## config.mk

```make
export PLATFORM = sky130hd
export DESIGN_NAME = make_sched
export DESIGN_NICKNAME = d
export VERILOG_FILES = /design/src/rtl/make_sched_pkg.sv /design/src/rtl/make_sched_rr_pick.sv /design/src/rtl/make_sched.sv
export SDC_FILE = /design/constraint.sdc
export NUM_CORES = 1
export LEC_CHECK = 0
export BUFFER_PORTS_ARGS = -buffer_cell sky130_fd_sc_hd__buf_4
export CORE_ASPECT_RATIO = 0.75
export CORE_UTILIZATION = 30
export DETAILED_ROUTE_END_ITERATION = 12
export PLACE_DENSITY = 0.61
export SLEW_MARGIN = 10
export SYNTH_ARGS = -nofsm -noshare
export SYNTH_HDL_FRONTEND = slang
export SYNTH_HIERARCHICAL = 1
export SYNTH_SLANG_ARGS = --single-unit
export TNS_END_PERCENT = 50
```

## constraint.sdc

```tcl
create_clock -name clk -period 4.3 [get_ports clk]
set_clock_uncertainty 0.1 [all_clocks]
set_input_delay 0.645 -clock clk [delete_from_list [all_inputs] [get_ports clk]]
set_output_delay 0.645 -clock clk [all_outputs]
set_load 0.02 [all_outputs]
```

## src/rtl/make_sched_pkg.sv

```systemverilog
// make_sched_pkg: constants, state encoding and helper functions shared by
// the packet-build scheduler (make_sched) and its round-robin finder.
//   - BAG_* : builder packet type codes
//   - COM_RAM_ADDR_* : COM RAM start address of each packet buffer
//   - SLEN/HLEN/DLEN : status length, data header length, per-device payload
//   - state_t : scheduler FSM encoding
package make_sched_pkg;

    localparam logic [3:0] BAG_STAT = 4'h1;
    localparam logic [3:0] BAG_DATA = 4'h5;

    localparam logic [15:0] COM_RAM_ADDR_DATA0 = 16'h0000;
    localparam logic [15:0] COM_RAM_ADDR_DATA1 = 16'h2400;
    localparam logic [15:0] COM_RAM_ADDR_DATA2 = 16'h4800;
    localparam logic [15:0] COM_RAM_ADDR_DATA3 = 16'h6C00;
    localparam logic [15:0] COM_RAM_ADDR_DATA4 = 16'h9000;
    localparam logic [15:0] COM_RAM_ADDR_DATA5 = 16'hB400;
    localparam logic [15:0] COM_RAM_ADDR_STAT  = 16'h2300;

    localparam logic [15:0] SLEN = 16'd14;
    localparam logic [15:0] HLEN = 16'd4;
    localparam logic [15:0] DLEN = 16'd512;

    typedef enum logic [1:0] {
        ST_IDLE  = 2'd0,
        ST_START = 2'd1,
        ST_CLEAR = 2'd2,
        ST_POST  = 2'd3
    } state_t;

    // COM RAM start address of data slot k (slots are 0x2400 bytes apart).
    function automatic logic [15:0] data_addr(input logic [3:0] k);
        case (k)
            4'd0:    data_addr = COM_RAM_ADDR_DATA0;
            4'd1:    data_addr = COM_RAM_ADDR_DATA1;
            4'd2:    data_addr = COM_RAM_ADDR_DATA2;
            4'd3:    data_addr = COM_RAM_ADDR_DATA3;
            4'd4:    data_addr = COM_RAM_ADDR_DATA4;
            4'd5:    data_addr = COM_RAM_ADDR_DATA5;
            default: data_addr = {12'd0, k} * 16'h2400;
        endcase
    endfunction

    // Data packet length: header plus one payload block per present device.
    function automatic logic [15:0] data_len(input logic [7:0] mask);
        logic [15:0] n;
        n = '0;
        for (int i = 0; i < 8; i++) begin
            n = n + {15'd0, mask[i]};
        end
        data_len = HLEN + DLEN * n;
    endfunction

endpackage

```

## src/rtl/make_sched_rr_pick.sv

```systemverilog
// make_sched_rr_pick: combinational round-robin first-eligible finder.
// Searches req_i upward starting just after ptr_i, wrapping at N
// (ptr+1 .. N-1, 0 .. ptr). ptr_i must be in 0..N-1.
//   req_i   [N]  eligible requests
//   ptr_i   [IW] last granted index
//   gnt_o   [IW] granted index (0 when nothing is eligible)
//   valid_o      a request was found
module make_sched_rr_pick #(
    parameter int N  = 6,
    parameter int IW = $clog2(N)
) (
    input  logic [N-1:0]  req_i,
    input  logic [IW-1:0] ptr_i,
    output logic [IW-1:0] gnt_o,
    output logic          valid_o
);

    function automatic logic [IW-1:0] wrap_idx(input logic [IW-1:0] p, input int off);
        int s;
        s = int'(p) + off;
        if (s >= N) s = s - N;
        wrap_idx = IW'(s);
    endfunction

    always_comb begin
        gnt_o   = '0;
        valid_o = 1'b0;
        // Offset N lands back on ptr itself, so it is searched last.
        for (int i = 1; i <= N; i++) begin
            if (!valid_o && req_i[wrap_idx(ptr_i, i)]) begin
                gnt_o   = wrap_idx(ptr_i, i);
                valid_o = 1'b1;
            end
        end
    end

endmodule

```

## src/rtl/make_sched.sv

```systemverilog
// make_sched: schedules status and ADC-data packet builds into the COM RAM.
// Status requests win over data; data slots are served round-robin. A slot
// (or the status buffer) stays busy from its pick until tx_free releases it.
//
// Handshakes:
//   make_fs/make_fd : four-phase. make_fs is raised only while make_fd is
//                     low and held until make_fd is seen; make_fs then drops
//                     and the scheduler waits for make_fd to return low.
//   tx_req/tx_ack   : tx_req with tx_btype/tx_idx/tx_addr/tx_len held
//                     stable until a one-cycle tx_ack pulse.
//
// Ports:
//   clk, rst          clock, asynchronous active-high reset
//   data_rdy[NSLOT]   slot k of the ADC cache filled (pulse)
//   stat_req          status packet requested (pulse)
//   dev_mask[8]       present devices, sampled at build pick
//   make_fs/btype/idx builder start and packet selection
//   make_fd           builder done
//   tx_req/btype/idx/addr/len, tx_ack   post to the transmit side
//   tx_free[NSLOT+1]  release data slot k / status buffer (bit NSLOT)
//   busy              scheduler not idle
//   ovf               data_rdy hit an already pending slot (pulse)
//   timeout_err       build aborted for lack of make_fd (pulse)
//   dbg_state         current FSM state
module make_sched
    import make_sched_pkg::*;
#(
    parameter int          NSLOT   = 6,
    parameter logic [15:0] TIMEOUT = 16'd8192
) (
    input  logic             clk,
    input  logic             rst,
    input  logic [NSLOT-1:0] data_rdy,
    input  logic             stat_req,
    input  logic [7:0]       dev_mask,
    output logic             make_fs,
    output logic [3:0]       make_btype,
    output logic [3:0]       make_idx,
    input  logic             make_fd,
    output logic             tx_req,
    output logic [3:0]       tx_btype,
    output logic [3:0]       tx_idx,
    output logic [15:0]      tx_addr,
    output logic [15:0]      tx_len,
    input  logic             tx_ack,
    input  logic [NSLOT:0]   tx_free,
    output logic             busy,
    output logic             ovf,
    output logic             timeout_err,
    output state_t           dbg_state
);

    localparam int IW = $clog2(NSLOT);

    state_t           state_q, state_d;
    logic [NSLOT-1:0] pending_q, pending_d;
    logic             stat_pending_q, stat_pending_d;
    logic [NSLOT:0]   slot_busy_q, slot_busy_d;
    logic [NSLOT:0]   cur_oh_q, cur_oh_d;
    logic [IW-1:0]    rr_q, rr_d;
    logic [3:0]       btype_q, btype_d;
    logic [3:0]       idx_q, idx_d;
    logic [15:0]      addr_q, addr_d;
    logic [15:0]      len_q, len_d;
    logic [15:0]      timer_q, timer_d;
    logic             post_valid_q, post_valid_d;
    logic             timeout_q, timeout_d;
    logic             ovf_q, ovf_d;

    logic [NSLOT-1:0] elig_data;
    logic             elig_stat;
    logic [IW-1:0]    gnt;
    logic             gnt_valid;
    logic [NSLOT:0]   pick_oh;
    logic [NSLOT:0]   to_clr;

    assign elig_data = pending_q & ~slot_busy_q[NSLOT-1:0];
    assign elig_stat = stat_pending_q & ~slot_busy_q[NSLOT];

    make_sched_rr_pick #(.N(NSLOT), .IW(IW)) u_rr_pick (
        .req_i   (elig_data),
        .ptr_i   (rr_q),
        .gnt_o   (gnt),
        .valid_o (gnt_valid)
    );

    always_comb begin
        state_d      = state_q;
        rr_d         = rr_q;
        btype_d      = btype_q;
        idx_d        = idx_q;
        addr_d       = addr_q;
        len_d        = len_q;
        cur_oh_d     = cur_oh_q;
        timer_d      = '0;
        post_valid_d = post_valid_q;
        timeout_d    = 1'b0;
        pick_oh      = '0;
        to_clr       = '0;
        make_fs      = 1'b0;
        tx_req       = 1'b0;

        case (state_q)
            ST_IDLE: begin
                // The make_fd guard keeps a start from overlapping a builder
                // that is still finishing after a reset.
                if (!make_fd) begin
                    if (elig_stat) begin
                        pick_oh[NSLOT] = 1'b1;
                        btype_d        = BAG_STAT;
                        idx_d          = 4'd0;
                        addr_d         = COM_RAM_ADDR_STAT;
                        len_d          = SLEN;
                        cur_oh_d       = pick_oh;
                        post_valid_d   = 1'b0;
                        state_d        = ST_START;
                    end else if (gnt_valid) begin
                        pick_oh[gnt]   = 1'b1;
                        rr_d           = gnt;
                        btype_d        = BAG_DATA;
                        idx_d          = 4'(gnt);
                        addr_d         = data_addr(4'(gnt));
                        len_d          = data_len(dev_mask);
                        cur_oh_d       = pick_oh;
                        post_valid_d   = 1'b0;
                        state_d        = ST_START;
                    end
                end
            end
            ST_START: begin
                make_fs = 1'b1;
                timer_d = timer_q + 16'd1;
                if (make_fd) begin
                    post_valid_d = 1'b1;
                    state_d      = ST_CLEAR;
                end else if (timer_q == TIMEOUT - 16'd1) begin
                    // Aborted request is dropped, and its buffer is freed
                    // at once since nothing will be transmitted from it.
                    timeout_d    = 1'b1;
                    to_clr       = cur_oh_q;
                    post_valid_d = 1'b0;
                    state_d      = ST_CLEAR;
                end
            end
            ST_CLEAR: begin
                if (!make_fd) begin
                    state_d = post_valid_q ? ST_POST : ST_IDLE;
                end
            end
            ST_POST: begin
                tx_req = 1'b1;
                if (tx_ack) begin
                    post_valid_d = 1'b0;
                    state_d      = ST_IDLE;
                end
            end
            default: state_d = ST_IDLE;
        endcase
    end

    // New requests OR in after the pick clear, so a same-cycle set wins.
    assign pending_d      = (pending_q & ~pick_oh[NSLOT-1:0]) | data_rdy;
    assign stat_pending_d = (stat_pending_q & ~pick_oh[NSLOT]) | stat_req;
    assign slot_busy_d    = (slot_busy_q & ~tx_free & ~to_clr) | pick_oh;
    assign ovf_d          = |(data_rdy & pending_q);

    always_ff @(posedge clk or posedge rst) begin
        if (rst) begin
            state_q        <= ST_IDLE;
            pending_q      <= '0;
            stat_pending_q <= 1'b0;
            slot_busy_q    <= '0;
            cur_oh_q       <= '0;
            rr_q           <= IW'(NSLOT - 1);
            btype_q        <= '0;
            idx_q          <= '0;
            addr_q         <= '0;
            len_q          <= '0;
            timer_q        <= '0;
            post_valid_q   <= 1'b0;
            timeout_q      <= 1'b0;
            ovf_q          <= 1'b0;
        end else begin
            state_q        <= state_d;
            pending_q      <= pending_d;
            stat_pending_q <= stat_pending_d;
            slot_busy_q    <= slot_busy_d;
            cur_oh_q       <= cur_oh_d;
            rr_q           <= rr_d;
            btype_q        <= btype_d;
            idx_q          <= idx_d;
            addr_q         <= addr_d;
            len_q          <= len_d;
            timer_q        <= timer_d;
            post_valid_q   <= post_valid_d;
            timeout_q      <= timeout_d;
            ovf_q          <= ovf_d;
        end
    end

    assign make_btype  = btype_q;
    assign make_idx    = idx_q;
    assign tx_btype    = btype_q;
    assign tx_idx      = idx_q;
    assign tx_addr     = addr_q;
    assign tx_len      = len_q;
    assign busy        = (state_q != ST_IDLE);
    assign ovf         = ovf_q;
    assign timeout_err = timeout_q;
    assign dbg_state   = state_q;

endmodule

```

* After elaboration in Yosys (flattened, before gate mapping)
Index checks and enable logic that the tools add are counted.
Widths: inputs -> output; s select.
** Word-level totals
- Output and inout bits :: 55
- Register bits :: 85
- Input port bits :: 26
- Word-level logic and storage cells :: 176
** Cells by class
- Equal/unequal tests :: 14
- $add $sub $neg :: 21
- Reductions and logical operators :: 21
- Muxes and demuxes :: 73
- Multipliers :: 1
- Bitwise gates (word level) :: 18
- $lt $le $gt $ge :: 14
** Operator list (count)
- $pmux 16 s6 :: 1
- $mux 16 :: 5
- $mux 7 :: 8
- $mux 3 :: 12
- $lt 3x4->1 const B :: 7
- $mux 1 :: 25
- $ge 4x3->1 const B :: 6
- $and 6x6->6 :: 3
- $bmux 1 s3 :: 6
- $add 16x1->16 const B :: 1
- $add 3x16->16 const A :: 1
- $eq 16x13->1 const B :: 1
- $mux 2 :: 8
- $mux 4 :: 4
- $sub 3x2->3 const B :: 5
- $and 7x7->7 :: 2
- $not 7->7 :: 2
- $add 3x3->4 const B :: 3
- $not 6->6 :: 2
- $reduce_and 5->1 :: 2
- $add 3x2->4 const B :: 2
- $pmux 2 s4 :: 1
- $add 6x1->7 :: 1
- $add 7x1->7 :: 1
- other kinds (33) :: 53

* Longest topological paths before layout
Gate-level depths: netlist of run 1.
- Depth in word-level cells :: 32
- Mapped depth :: 16
- Depth with buffers taken out :: 13

* Hierarchy
Netlist of run 1, hierarchy kept.
** By module, submodules not included
- make_sched :: instances 1, cells each 303, area an instance 3005.4 um^2, seq. area each 1478.9 um^2
- make_sched_rr_pick :: instances 1, cells each 124, area an instance 957.2 um^2, seq. area each 0.0 um^2

* Worst setup path before layout of run 1
OpenSTA, ideal clock, no wires.
- Path type :: register to register
- Start point :: reg rr_q[1]
- End point :: reg stat_pending_q
- Required time :: 4.082 ns
- Period minus slack after synthesis :: 3.869 ns
- Cell stages (with the launch flop) :: 15
- Setup time :: 0.118 ns
- Slack :: 0.431 ns
- Buffers on the path :: 2
- Arrival time :: 3.651 ns
- Cell sequence :: dfrtp_1 -> clkbuf_1 -> inv_1 -> ha_1 -> buf_2 -> a211oi_1 -> xnor2_1 -> mux2i_1 -> nand3b_1 -> nor4b_4 -> inv_1 -> o221ai_1 -> a21oi_1 -> or2_1 -> a21o_1
** On the way
- Word-level cells in the longest chain between the ends :: 32
- Elaborated cells on any way between the ends :: 70
- Classes of those cells :: 12 x add/sub; 8 x order compare; 36 x mux; 3 x bitwise; 11 x reduce/logical
** RTL lines
- start: declaration :: RTL line make_sched.sv:60 : logic [IW-1:0] rr_q, rr_d;
- start signal: assignment :: RTL line make_sched.sv:174 : rr_q <= IW'(NSLOT - 1);
- start signal: assignment :: RTL line make_sched.sv:189 : rr_q <= rr_d;
- $add 3x1->4 :: RTL line make_sched_rr_pick.sv:20 : s = int'(p) + off;
- $ge 4x3->1 or $sub 3x3->3 (tied branches) :: RTL line make_sched_rr_pick.sv:21 : if (s >= N) s = s - N;
- $mux 3 :: RTL line make_sched_rr_pick.sv:21
- $bmux 1 s3 :: RTL line make_sched_rr_pick.sv:30 : if (!valid_o && req_i[wrap_idx(ptr_i, i)]) begin
- $mux 1 (not written as such) :: RTL line make_sched_rr_pick.sv:30
- $mux 1 :: RTL line make_sched_rr_pick.sv:30
- $logic_not 1->1 :: RTL line make_sched_rr_pick.sv:30
- $logic_and 1x1->1 :: RTL line make_sched_rr_pick.sv:30
- (+13 left out)
- named net gnt[1] :: RTL line make_sched.sv:72 : logic [IW-1:0] gnt;
- (+4 left out)
- $mux 7 * :: RTL line make_sched.sv:117 : end else if (gnt_valid) begin
- $mux 1 * :: RTL line make_sched.sv:108 : if (elig_stat) begin
- $mux 7 * :: RTL line make_sched.sv:107 : if (!make_fd) begin
- $mux 7 * :: RTL line make_sched.sv:103 : case (state_q)
- $not 1->1 * :: RTL line make_sched.sv:163 : assign stat_pending_d = (stat_pending_q & ~pick_oh[NSLOT]) | stat_req;
- $and 1x1->1 * :: RTL line make_sched.sv:163
- $or 1x1->1 * :: RTL line make_sched.sv:163
- named net stat_pending_d :: RTL line make_sched.sv:57 : logic stat_pending_q, stat_pending_d;
- end signal: assignment :: RTL line make_sched.sv:186 : stat_pending_q <= stat_pending_d;
- end: declaration :: RTL line make_sched.sv:57
Mark *: on every way through the listed nets, which the timed path passes. The rest lies on a longest branch. The select of a mux whose other input is x is not followed.
A chain may end at the register's enable or synchronous reset.

* Worst setup path in the final report of run 1
- Start point :: reg rr_q[2]
- End point :: reg stat_pending_q
The elaborated chain is that of the path after synthesis.

==> metrics.cfg, run 1 <==
[setup_path]
start_kind = flip-flop
worstSetupPathType = reg2reg
arrival_ns = 4.04
crit_family = simple AND/OR/NAND/NOR gates
r2r_start = rr_q[2]
max_stage_delay_ns = 0.62
worst-path-buf-inv = 1
r2r_cells = 13
path_cells = inv_1, ha_1, a211oi_1, xnor2_1, mux2i_2, nand3b_1, nor4_2, nand2b_1, o22ai_1, nor2b_1, a21oi_1, or2_1, a21o_1
rr_endpoint = stat_pending_q
worst-path-max-fanout = 9
required_ns = 4.42
r2r_slack_ns = 0.38
crit_path_end_kind = flip-flop
startpoint = rr_q[2]
cp_slowest_cell = dfstp_2

[route]
dr.pass1.iters = 4
finalWirelength_microns = 9590
dr_total_vias = 3191
via_per_inst = 4.91
drt_iter0_drc = 134
antenna_left = 0
drc = 0
wl_per_cell_microns = 14.8

[sta]
slew_headroom_pct = 51.5
setup_viol = 0
finalCritPeriodShare_pct = 91.2
rsz0062_at_grt = no
fin_tns_setup_ns = 0
max_freq_mhz = 255
drv_slew = 0
period_minus_slack_ns = 3.92
worst_pin_slew_ns = 0.725
hold_violations = 0
fin_ws_ns = 0.377
finalHoldWorstSlack_ns = 0.255

[finish]
final_cell_mix = 70 x buf_4, 57 x dfrtp_1, 45 x nand2_1
fillers = 1283
num_antenna_cells = 0
fin_nets = 524
final_common_cell = buf_4
layout-drive-gt1-share_pct = 22.7
fin_area_sq_um = 4780
final_core_util_pct = 38.0
layout.cells.non_filler = 650
area_growth_pct = 20.6

[clock_network]
cts_buffer_depth = 2
clk_pin_slew_ns = 0.06
cts_inserted_buffers = 9
clk_latency_ns = 0.33
cts.sinks = 59
clock-root-buffer = clkbuf_16
cts_tree = done
ctsHtreeMaxLevel = 3

[flow_run]
drv_cap = 0

[power_and_ir_drop]
p_per_area_nw_per_um2 = 754
p_leak_nw = 2.24
peakVddDrop_uv = 301
power_switching_mw = 1.57
switching_share_pct = 43.5
p_comb_share_pct = 54.1
pwr-share-clk_pct = 23.5
total_power_mw = 3.60
p_int_mw = 2.03
p_seq_share_pct = 22.3

[global_route]
grt_use_total_pct = 14.7
antenna_found_initial = 0
grt_start_max_net_pins = 37
grt_overflow = 0
grt_pass1_vias = 2983
grt_pass1_wl_microns = 15400

[synthesis]
synth_edf_count = 0
ys_ff_latch = 59
synth_seq_area_share_pct = 37.3
syn_avg_cell_area_sq_um = 9.28
yosys_warnings = 6
synth-compound-area-share_pct = 13.3
ys_async_sr_fraction_pct = 100
synth.distinct_cells = 73
synth_fa_ha_area_share_pct = 6.76
synth_top_family_by_area = simple AND/OR/NAND/NOR gates
yosys.area_share.simple_pct = 23.6
synthCells = 427
synthMuxAreaShare_pct = 2.78
syn_area_sq_um = 3960
synth_flop_cell = dfrtp_1
synthXorXnorAreaFrac_pct = 4.83

[placed_design]
hpwl_microns = 7170
port-buffer-count = 57
placed_area_sq_um = 4380
dp_slack_ns = 0.181
finalWeightedCongestion = 0.907
numPlacedInstances = 630

[die]
die_height_microns = 102
dieArea_sq_um = 13700
row_count = 35
ios = 81
die_x_microns = 135
start_util_pct = 31.5
coreArea_sq_um = 12600

[worst_hold_path]
hold_path_class = in2async

[status]
status = finished, final reports clean

-- kinds of logic after synthesis --
group / Yosys count
AOI/OAI and AO/OA: 74
other: 1
DFF: 59
and+or+nand+nor: 171
muxes: 8
adders and majority gates: 19
buffers and inverters: 74
xor gates and xnor gates: 21
-- Yosys cell counts, types with 3 or more instances --
cell type / n / area [sq um]
o21ai_0: 17 / 85.1
and3_1: 8 / 50.1
nor3_1: 11 / 55.1
fa_1: 4 / 80.1
a21oi_1: 12 / 60.1
xnor2_1: 6 / 52.6
ha_1: 15 / 188
nand2_1: 45 / 169
clkbuf_1: 6 / 22.5
xor2_1: 14 / 123
nand2b_1: 12 / 75.1
nor2_1: 29 / 109
nor2b_1: 10 / 62.6
a22o_2: 3 / 30.0
and4_1: 5 / 43.8
a21o_1: 10 / 75.1
buf_4: 37 / 278
dfrtp_1: 57 / 1430
and2_1: 8 / 50.1
a32o_1: 3 / 30.0
mux2i_1: 4 / 40.0
nor4_1: 3 / 18.8
buf_6: 4 / 45.0
inv_1: 23 / 86.3
nand3_1: 16 / 80.1
a22oi_1: 3 / 22.5
nand4_1: 6 / 37.5
-- power by group through the flow --
stage	logic, mW	clock network (mW)	registers [mW]
floorplan	1.40	0	0.832
global placement	1.87	0	0.806
detailed placement	1.88	0	0.814
CTS	1.88	0.867	0.807
global route	2.13	0.894	0.824
finish	1.95	0.848	0.804
-- per-layer routing --
| metal | GRT usage [%] | routed length [microns] | vias to the layer above |
|---|---|---|---|
| met1 | 20.9 | 4830 | 1527 |
| li1 | - | - | 1522 |
| met5 | 0 | 0 | - |
| met3 | 3.45 | 557 | 13 |
| met2 | 21.3 | 4060 | 129 |
| met4 | 5.96 | 148 | 0 |
-- worst max-delay path by stage --
| stage | to | depth (start not counted) | slack, ns |
|---|---|---|---|
| after floorplan | stat_pending_q | 14 | 0.43 |
| after global placement | pending_q[1] | 12 | 0.35 |
| after detailed placement | pending_q[1] | 12 | 0.18 |
| after CTS | pending_q[1] | 12 | 0.18 |
| after global routing | stat_pending_q | 13 | 0.05 |
| final | stat_pending_q | 13 | 0.38 |
-- worst reg2reg max path, stage by stage, from the launching register on --
cell and delay [ns]:
dfstp_2 0.62, inv_1 0.11, ha_1 0.40, a211oi_1 0.37, xnor2_1 0.25, mux2i_2 0.35
nand3b_1 0.20, nor4_2 0.21, nand2b_1 0.17, o22ai_1 0.27, nor2b_1 0.23, a21oi_1 0.09
or2_1 0.27, a21o_1 0.18
-- sequential cells by signal (all words and copies together), names as in the netlist, 3 cells and up --
name and cells:
make_idx 3, pending_q 6, tx_len 4, cur_oh_q 7, timer_q 16, tx_addr 5
slot_busy_q 7, rr_q 3
-- layout make-up --
type                            count  area [sq um]  area share [%]
Timing Repair Buffer               70           526            11.0
Multi-Input combinational cell    316          2130            44.6
Tap cell                          166           208            4.35
Clock inverter                      6           111            2.33
Clock buffer                       10           239            5.00
Inverter                           23          86.3            1.81
Sequential cell                    59          1480            30.9
-- repair_timing --
item / in CTS / in global routing
hold buffers: 0 / 0
gates resized for setup: 0 / 4
setup endpoints to repair: 0 / 8
setup buffers: 0 / 4
(Power assumes the default switching activity.)
==> run 2, diff against run 1 <==
--- a/config.mk
+++ b/config.mk
@@ -10,6 +10,7 @@
 export CORE_UTILIZATION = 30
 export DETAILED_ROUTE_END_ITERATION = 12
 export PLACE_DENSITY = 0.61
+export RECOVER_POWER = 25
 export SLEW_MARGIN = 10
 export SYNTH_ARGS = -nofsm -noshare
 export SYNTH_HDL_FRONTEND = slang
==> run 2 against run 1 <==
Against the previous run:
- the run now ends with capacitance limit, slew limit left
- cell count did not move
- first-iteration DRC count fell by 3.0%
- combinational power barely moved
- utilization fell by 0.060 points
- critical path depth did not move
==> metrics.cfg, run 2 (synthesis results as in run 1) <==
[status]
status = complete, but fails checks
violations = capacitance limit, slew limit

[die]
coreArea_sq_um = 12600  ; unchanged
dieArea_sq_um = 13700  ; unchanged
ios = 81  ; unchanged
start_util_pct = 31.5  ; unchanged
die_height_microns = 102  ; unchanged
die_x_microns = 135  ; unchanged
row_count = 35  ; unchanged

[route]
drc = 0  ; unchanged
drt_iter0_drc = 130  ; -3.0%
finalWirelength_microns = 9600  ; +0.11%
via_per_inst = 4.88  ; -0.63%
dr.pass1.iters = 4  ; unchanged
dr_total_vias = 3171  ; -0.63%
wl_per_cell_microns = 14.8  ; +0.11%
antenna_left = 0  ; unchanged

[finish]
final_cell_mix = 67 x buf_4, 57 x dfrtp_1, 45 x nand2_1
final-seq-area_sq_um = 1480  ; unchanged
final_common_cell = buf_4
num_antenna_cells = 0  ; unchanged
regMostFlops = timer_q
area_growth_pct = 20.4
layout-drive-gt1-share_pct = 22.1  ; -0.62 points
fin_nets = 524  ; unchanged
multiInputGateArea_sq_um = 2130  ; unchanged
largest_reg_flops = 16  ; unchanged
fillers = 1283  ; unchanged
reg.largest.list = timer_q (16), cur_oh_q (7), slot_busy_q (7)

[clock_network]
clock-root-buffer = clkbuf_16
cts_tree = done
clk_pin_slew_ns = 0.05  ; about the same
clk_latency_ns = 0.33  ; about the same
hold_buffers = 0  ; unchanged
ctsHtreeMaxLevel = 3  ; unchanged
cts_inserted_buffers = 9  ; unchanged
cts_buffer_depth = 2  ; unchanged
cts.sinks = 59  ; unchanged

[power_and_ir_drop]
p_int_mw = 2.03  ; about the same
p_leak_nw = 2.24  ; -0.28%
switching_share_pct = 43.5  ; about the same
p_seq_share_pct = 22.3  ; about the same
pwr-share-clk_pct = 23.6  ; about the same
p_comb_share_pct = 54.1  ; about the same
power_switching_mw = 1.57  ; about the same
peakVddDrop_uv = 301  ; about the same
total_power_mw = 3.60  ; about the same
p_per_area_nw_per_um2 = 755  ; +0.12%

[global_route]
grt_use_total_pct = 14.7  ; unchanged
grt_pass1_wl_microns = 15400  ; unchanged
grt_overflow = 0  ; unchanged
antenna_found_initial = 0  ; unchanged
grt_pass1_vias = 2983  ; unchanged
grt_start_max_net_pins = 37  ; unchanged

[placed_design]
port-buffer-count = 57  ; unchanged
hpwl_microns = 7170  ; unchanged
finalWeightedCongestion = 0.907  ; unchanged

[sta]
period_minus_slack_ns = 3.93  ; +0.00477 ns
finalCritPeriodShare_pct = 91.3  ; +0.11 points
max_freq_mhz = 255  ; -0.12%
worst_pin_slew_ns = 1.99  ; +1.27 ns
slew_headroom_pct = -32.8  ; -84 points
fin_tns_setup_ns = 0  ; unchanged
drv_slew = 37  ; +37
hold_violations = 0  ; unchanged
rsz0062_at_grt = no
setup_viol = 0  ; unchanged

[setup_path]
arrival_ns = 4.04  ; about the same
start_kind = flip-flop
r2r_slack_ns = 0.37  ; about the same
worst-path-max-fanout = 9  ; unchanged
cp_slowest_cell = dfstp_2
required_ns = 4.42  ; about the same
path_cells = inv_1, ha_1, a211oi_1, xnor2_1, mux2i_2, nand3b_1, nor4_2, nand2b_1, o22ai_1, nor2b_1, a21oi_1, or2_1, a21o_1
crit_path_end_kind = flip-flop
worstSetupPathType = reg2reg
max_stage_delay_ns = 0.62  ; about the same

[flow_run]
drv_cap = 1  ; +1

[worst_hold_path]
hold_path_class = reg2reg

[run 2: cell types whose count changed in the layout (fill, tap and decap cells not counted), sizes merged]
cell    before  now
buf         70   67
clkbuf      10   13
[run 2: power groups by stage]
| stage | Sequential [mW] | Clock, mW | Combinational, mW |
|---|---|---|---|
| 6_report | 0.804 | 0.849 | 1.95 |
| 5_1_grt | 0.824 | 0.894 | 2.13 |
| 4_1_cts | 0.807 | 0.867 | 1.88 |
| 3_5_place_dp | 0.814 | 0 | 1.88 |
| 3_3_place_gp | 0.806 | 0 | 1.87 |
| 2_1_floorplan | 0.832 | 0 | 1.40 |
[run 2: worst max-delay path: cells and delay by family (launching register included)]
kind	cells	cell delay (ns)
compound gates	4	0.90
xor+xnor	1	0.26
fa+ha+maj	1	0.40
buf+inv	1	0.10
flops	1	0.62
mux	1	0.35
simple gates	5	1.08
[run 2: path summary, 6_finish.rpt]
| check | endpoint | cells past startpoint | from |
|---|---|---|---|
| worst max-delay path | stat_pending_q | 13 | rr_q[2] |
| worst min-delay path | cur_oh_q[0] | 2 | cur_oh_q[0] |
| worst max register to register | stat_pending_q | 13 | rr_q[2] |
| worst min register to register | cur_oh_q[0] | 2 | cur_oh_q[0] |
| max in group asynchronous | slot_busy_q[3] | 3 | rst |
| min in group asynchronous | tx_addr[12] | 2 | rst |
[run 2: cell type report]
cell class / count / share of cell area, %
clock inverters: 6 / 2.33
inverters: 23 / 1.81
well taps: 166 / 4.35
flip-flops and latches: 59 / 31.0
repair buffers: 70 / 10.9
clock buffers: 10 / 5.01
multi-input cells: 316 / 44.7
[run 2: stage by stage]
step | utilization (%) | hold WS, ns | std cells | cell area [sq um] | worst slack, ns
final | 38.0 | 0.370 | 650 | 4770 | 0.372
after detailed placement | 34.9 | 0.361 | 630 | 4380 | 0.181
after global placement | 34.9 | 0.351 | 630 | 4380 | 0.348
after CTS | 37.7 | 0.274 | 646 | 4730 | 0.176
after floorplan | - | 0.338 | 449 | 4050 | 0.431
after global routing | 38.0 | 0.400 | 650 | 4770 | 0.0475
[run 2: metal layers]
metal	global-route usage (%)	wire length, microns	vias to the layer above
li1	-	-	1523
met1	20.9	4850	1520
met2	21.3	4040	117
met3	3.45	563	11
met4	5.96	146	0
met5	0	0	-
[run 2: repair_timing]
item	in CTS	in global routing
setup endpoints to repair	0	8
resized for setup	0	4
setup buffers	0	4
